**src/rtl/cpu_pkg.sv**
```systemverilog
// Shared CPU definitions used by the fetch stage: FSM states, halt opcode,
// PC step, NOP encoding and the PC increment helper.
package cpu_pkg;

  typedef enum logic [1:0] {
    FETCH  = 2'd0,
    WAIT   = 2'd1,
    HOLD   = 2'd2,
    HALTED = 2'd3
  } fetch_state_t;

  localparam logic [3:0]  HLT_OPC = 4'hF;
  localparam logic [15:0] PC_INC  = 16'd2;
  localparam logic [15:0] NOP     = 16'h0000;

  function automatic logic [15:0] pc_next(input logic [15:0] pc);
    return pc + PC_INC;
  endfunction

endpackage

```
**src/rtl/fetch_buf.sv**
```systemverilog
// Holding register for one fetched instruction and its PC while the ID stage
// is frozen. Clear takes priority over load.
module fetch_buf (
  input  logic        i_clk,
  input  logic        i_rst,
  input  logic        i_load,
  input  logic        i_clr,
  input  logic [15:0] i_inst,
  input  logic [15:0] i_pc,
  output logic [15:0] o_inst,
  output logic [15:0] o_pc
);
  import cpu_pkg::*;

  logic [15:0] r_inst;
  logic [15:0] r_pc;

  // Buffer update: clear on reset or redirect, capture on load, else hold.
  always_ff @(posedge i_clk) begin
    if (i_rst || i_clr) begin
      r_inst <= NOP;
      r_pc   <= 16'h0000;
    end else if (i_load) begin
      r_inst <= i_inst;
      r_pc   <= i_pc;
    end else begin
      r_inst <= r_inst;
      r_pc   <= r_pc;
    end
  end

  assign o_inst = r_inst;
  assign o_pc   = r_pc;

endmodule

```
**src/rtl/fetch_unit.sv**
```systemverilog
// Instruction-fetch stage: PC, variable-latency imem handshake, freeze hold,
// branch redirect and HLT stop. Define FETCH_STALL_CNT_EN to enable stall_cnt_o.
module fetch_unit #(
  parameter logic [15:0] RST_PC  = 16'h0000,
  parameter logic [3:0]  HLT_OPC = cpu_pkg::HLT_OPC
) (
  input  logic        clk,
  input  logic        rst,
  input  logic        freeze_i,
  input  logic        branch_taken_i,
  input  logic [15:0] branch_target_i,
  output logic        imem_req_o,
  output logic [15:0] imem_addr_o,
  input  logic        imem_ready_i,
  input  logic [15:0] imem_data_i,
  output logic [15:0] inst_o,
  output logic [15:0] pc_o,
  output logic        if_valid_o,
  output logic        halted_o,
  output logic [15:0] stall_cnt_o
);
  import cpu_pkg::*;

  fetch_state_t r_state;
  logic [15:0]  r_pc;
  logic [15:0]  r_tgt;
  logic         r_redirect_pend;

  logic [15:0]  w_buf_inst;
  logic [15:0]  w_buf_pc;
  logic         w_req;
  logic         w_valid_raw;
  logic         w_valid;
  logic         w_is_hlt;
  logic         w_buf_load;
  logic [15:0]  w_inst;
  logic [15:0]  w_pc_cur;

  // Output source: memory word while requesting, buffered word in HOLD.
  always_comb begin
    w_req       = 1'b0;
    w_inst      = NOP;
    w_pc_cur    = r_pc;
    w_valid_raw = 1'b0;
    if (rst) begin
      w_req = 1'b0;
    end else begin
      case (r_state)
        FETCH, WAIT: begin
          w_req       = 1'b1;
          w_inst      = imem_data_i;
          w_valid_raw = imem_ready_i & ~r_redirect_pend;
        end
        HOLD: begin
          w_inst      = w_buf_inst;
          w_pc_cur    = w_buf_pc;
          w_valid_raw = 1'b1;
        end
        default: begin
          w_valid_raw = 1'b0;
        end
      endcase
    end
  end

  assign w_valid    = w_valid_raw & ~branch_taken_i;
  assign w_is_hlt   = (w_inst[15:12] == HLT_OPC);
  assign w_buf_load = w_valid & freeze_i & (r_state != HOLD);

  fetch_buf u_buf (
    .i_clk  (clk),
    .i_rst  (rst),
    .i_load (w_buf_load),
    .i_clr  (branch_taken_i),
    .i_inst (w_inst),
    .i_pc   (r_pc),
    .o_inst (w_buf_inst),
    .o_pc   (w_buf_pc)
  );

  assign imem_req_o  = w_req;
  assign imem_addr_o = r_pc;
  assign if_valid_o  = w_valid;
  assign inst_o      = w_valid ? w_inst : NOP;
  assign pc_o        = w_valid ? pc_next(w_pc_cur) : 16'h0000;
  assign halted_o    = ~rst & (r_state == HALTED);

  // Fetch FSM; a branch with a request in flight is parked in r_tgt until
  // the stale word returns, so imem_addr_o never moves mid-request.
  always_ff @(posedge clk) begin
    if (rst) begin
      r_state         <= FETCH;
      r_pc            <= RST_PC;
      r_tgt           <= 16'h0000;
      r_redirect_pend <= 1'b0;
    end else begin
      case (r_state)
        FETCH, WAIT: begin
          if (imem_ready_i) begin
            if (r_redirect_pend) begin
              r_pc            <= branch_taken_i ? branch_target_i : r_tgt;
              r_redirect_pend <= 1'b0;
              r_state         <= FETCH;
            end else if (branch_taken_i) begin
              r_pc    <= branch_target_i;
              r_state <= FETCH;
            end else if (freeze_i) begin
              r_state <= HOLD;
            end else if (w_is_hlt) begin
              r_state <= HALTED;
            end else begin
              r_pc    <= pc_next(r_pc);
              r_state <= FETCH;
            end
          end else begin
            if (branch_taken_i) begin
              r_tgt           <= branch_target_i;
              r_redirect_pend <= 1'b1;
            end
            r_state <= WAIT;
          end
        end
        HOLD: begin
          if (branch_taken_i) begin
            r_pc    <= branch_target_i;
            r_state <= FETCH;
          end else if (freeze_i) begin
            r_state <= HOLD;
          end else if (w_is_hlt) begin
            r_state <= HALTED;
          end else begin
            r_pc    <= pc_next(r_pc);
            r_state <= FETCH;
          end
        end
        HALTED: begin
          if (branch_taken_i) begin
            r_pc    <= branch_target_i;
            r_state <= FETCH;
          end else begin
            r_state <= HALTED;
          end
        end
        default: r_state <= FETCH;
      endcase
    end
  end

`ifdef FETCH_STALL_CNT_EN
  logic [15:0] r_stall_cnt;

  // Saturating count of cycles spent waiting on memory.
  always_ff @(posedge clk) begin
    if (rst) begin
      r_stall_cnt <= 16'h0000;
    end else if ((r_state == WAIT) && (r_stall_cnt != 16'hFFFF)) begin
      r_stall_cnt <= r_stall_cnt + 16'd1;
    end else begin
      r_stall_cnt <= r_stall_cnt;
    end
  end

  assign stall_cnt_o = rst ? 16'h0000 : r_stall_cnt;
`else
  assign stall_cnt_o = 16'h0000;
`endif

endmodule

```
**config.mk**
```make
export PLATFORM = sky130hd
export DESIGN_NAME = fetch_unit
export DESIGN_NICKNAME = d
export VERILOG_FILES = /design/src/rtl/cpu_pkg.sv /design/src/rtl/fetch_buf.sv /design/src/rtl/fetch_unit.sv
export SDC_FILE = /design/constraint.sdc
export NUM_CORES = 1
export LEC_CHECK = 0
export CAP_MARGIN = 5
export CORE_MARGIN = 8
export CORE_UTILIZATION = 45
export CTS_CLUSTER_DIAMETER = 40
export CTS_CLUSTER_SIZE = 24
export DETAILED_ROUTE_END_ITERATION = 6
export DONT_BUFFER_PORTS = 1
export PLACE_DENSITY = 0.62
export SYNTH_ARGS = -nofsm -noshare
export SYNTH_HDL_FRONTEND = slang
export SYNTH_SLANG_ARGS = --single-unit
```
**constraint.sdc**
```tcl
create_clock -name clk -period 6.17 [get_ports clk]
set_input_delay 1.851 -clock clk [delete_from_list [all_inputs] [get_ports clk]]
set_output_delay 1.851 -clock clk [all_outputs]
set_load 0.02 [all_outputs]
```
==> flow_metrics.tcl <==
set metrics [dict create \
    grt_overflow 0 \
    fmax_mhz 179 \
    hold_buffers 0 \
    grt_pass1_vias 4239 \
    synthesis.area_sq_um 4320 \
    yosys.area.top_type "dfxtp_1" \
    rows 35 \
    regArea_sq_um 1340 \
    wl_per_cell_um 18.8 \
    cts-resized-gates 0 \
    layout_commonest_cell "nand2_1" \
    cp.arrival_ps 3740 \
    root_buffer "clkbuf_8" \
    drtIter0Drc 354 \
    p_per_area_nw_per_um2 237 \
    die_h_um 114 \
    syn-mean-instance-area_sq_um 7.12 \
    fin_ws_ps 581 \
    fin_nets 621 \
    antenna_cells 0 \
    fin_worst_skew_ps 13.1 \
    mostFrequentLayoutCells "nand2_1, a21oi_1, dfxtp_1" \
    grt_first_pass_wirelength_mm 21.7 \
    clock-sinks 67 \
    hold_class "flip-flop to flip-flop" \
    antenna_found_initial 0 \
    coreArea_sq_um 9280 \
    dp_slack_ps 577 \
    synth_enable_flop_cells 0 \
    power_mw 1.08 \
    seq_area_frac_synth_pct 31.1 \
    nFillCells 991 \
    crit_fanout 37 \
    totalWireLength_mm 13.5 \
    slew_headroom_pct 20.0 \
    cp-start-kind "primary input" \
    grt_usage_pct 20.6 \
    irDropWorstVdd_mv 0.115 \
    port-buffer-count 0 \
    ys_types 59 \
    synth_area_leaders "dfxtp_1, nand2_1, a21oi_1" \
    htreeDepth 3 \
    synth_cells 607 \
    rsz0062_at_grt "false" \
    timing.critical_path.buf_inv 1 \
    yosysTopAreaCellShare_pct 31.1 \
    reg2reg_depth 5 \
    dieWidth_um 114 \
    finalCritPeriodShare_pct 90.6 \
    finalSetupTns_ps 0 \
    holdPathEnd "r_tgt[2]" \
    clk_latency_ps 350 \
    ys.warnings.count 0 \
    rr_startpoint "r_state[1]" \
    grt_start_max_net_pins 38 \
    hold_depth 2 \
    required_ps 4320 \
    max_stage_delay_ps 630 \
    start_util_pct 46.5 \
    hold_viol 0 \
    slowest_stage "or3b_1" \
    num_vias 4337 \
    synthFlopType "dfxtp_1" \
    postRouteAntennaNets 0 \
    die_area_sq_um 13000 \
    dr.pass1.iters 5 \
    critPathTopFamily "simple AND/OR/NAND/NOR gates" \
    dp_hpwl_mm 9.40 \
    end_kind "output port" \
    io_pins 104 \
    synthArstFlopShare_pct 0 \
    power.leakage_nw 1.59 \
    synth_seq_cells 67 \
    tightest_slew_ps 1200 \
    placed_cells 700 \
    slew_viol_final 0 \
    regToRegSetupSlack_ps 3450 \
    critPathLaunch "rst" \
    clkTransAtPathRegs_ps 70 \
    path_cells "or3b_1, buf_4, nor4_2, o22ai_1, xnor2_1, nor2_1" \
    cts_made_buffers 9 \
    period_minus_slack_ps 5590 \
    layout-drive-gt1-share_pct 6.14 \
    post_cts_buffers 0 \
    reg2reg_to "imem_addr_o[1]" \
    drc 0 \
    holdWs_ps 452 \
    cts_max_path_buffers 2 \
    max-cap-violations 0 \
    multi_input_area_sq_um 2690 \
    via_per_inst 6.07 \
    cts_tree "yes" \
    setup_viol 0 \
    fin_cells 715 \
    min_from "r_tgt[2]" \
    status "complete, no violations" \
    syn_to_final_growth_pct 5.48 \
    path_class "primary input to output port" \
    gp_congestion 0.895 \
]
[worst max-delay path by stage]
stage | end | cells after the start | slack [ps]
2_1_floorplan | pc_o[5] | 11 | 220
3_3_place_gp | pc_o[14] | 6 | 630
6_report | pc_o[14] | 6 | 580
3_5_place_dp | pc_o[15] | 7 | 580
5_1_grt | pc_o[15] | 7 | 420
4_1_cts | pc_o[14] | 6 | 580
[kinds of logic (layout without fill, tap and decap cells)]
| family | count (synthesis) | count (layout) | synth area share, % |
|---|---|---|---|
| flops | 67 | 67 | 31.1 |
| mux | 15 | 15 | 3.51 |
| other cells | 1 | 16 | 0.0868 |
| xor+xnor | 16 | 16 | 3.24 |
| buf+inv | 71 | 35 | 8.02 |
| compound gates | 164 | 164 | 23.9 |
| fa+ha+maj | 2 | 2 | 0.579 |
| simple gates | 271 | 271 | 29.6 |
[per-layer routing]
metal / global-route usage (%) / up-vias / wire length (um) / part of all wire (%)
li1: - / 2090 / - / -
met1: 25.6 / 2032 / 5700 / 42
met2: 32.3 / 195 / 6230 / 46
met3: 6.97 / 20 / 1310 / 9.8
met4: 7.72 / 0 / 231 / 1.7
met5: 0 / - / 0 / 0
[power breakdown]
group	total, mW	internal (mW)	switching, mW	leakage (nW)
registers	0.498	0.449	0.0498	0.546
clock network	0.449	0.268	0.181	0.115
logic	0.134	0.0460	0.0883	0.929
total	1.08	0.762	0.319	1.59
[tightest hold or removal path, stage by stage, from the launching register on]
cell     delay, ps
dfxtp_1        310
nand2_1         50
a21oi_1         50
[through the flow]
stage          cell area (sq um)  util, %
2_1_floorplan               4380        -
3_3_place_gp                4320     46.5
3_5_place_dp                4320     46.5
4_1_cts                     4560     49.1
5_1_grt                     4560     49.1
6_report                    4560     49.1
[cell usage after synthesis (3+ instances only)]
library cell,instances
and2_1,4
nor2b_1,6
nand2_1,101
dfxtp_1,67
nand2b_1,7
buf_1,6
buf_4,17
a211oi_1,8
or3_1,9
nand3_1,30
a22oi_1,12
a31oi_1,3
xnor2_1,7
o21ai_0,24
and3_1,9
nor2_1,63
nand3b_1,6
clkbuf_1,32
o211ai_1,4
nor4_1,4
o2111ai_1,4
xor2_1,9
o31ai_1,3
inv_1,8
nor3_1,9
o221ai_1,7
a21o_1,6
a221oi_1,6
o22ai_1,3
buf_2,7
nand4_1,9
and4_1,3
a21oi_1,70
mux2i_1,14
[registers in the layout (all words and copies together), names as in the netlist]
signal,flops
imem_addr_o,16
r_tgt,16
u_buf.o_inst,16
u_buf.o_pc,16
r_state,2
r_redirect_pend,1
[cell type report]
class | instances | share of cell area (%)
Clock buffer | 9 | 2.72
Clock inverter | 6 | 2.53
Inverter | 8 | 0.659
Multi-Input combinational cell | 484 | 59.1
Sequential cell | 67 | 29.4
Tap cell | 129 | 3.54
Timing Repair Buffer | 12 | 1.98
No activity file was read; power rests on OpenSTA's default activity.
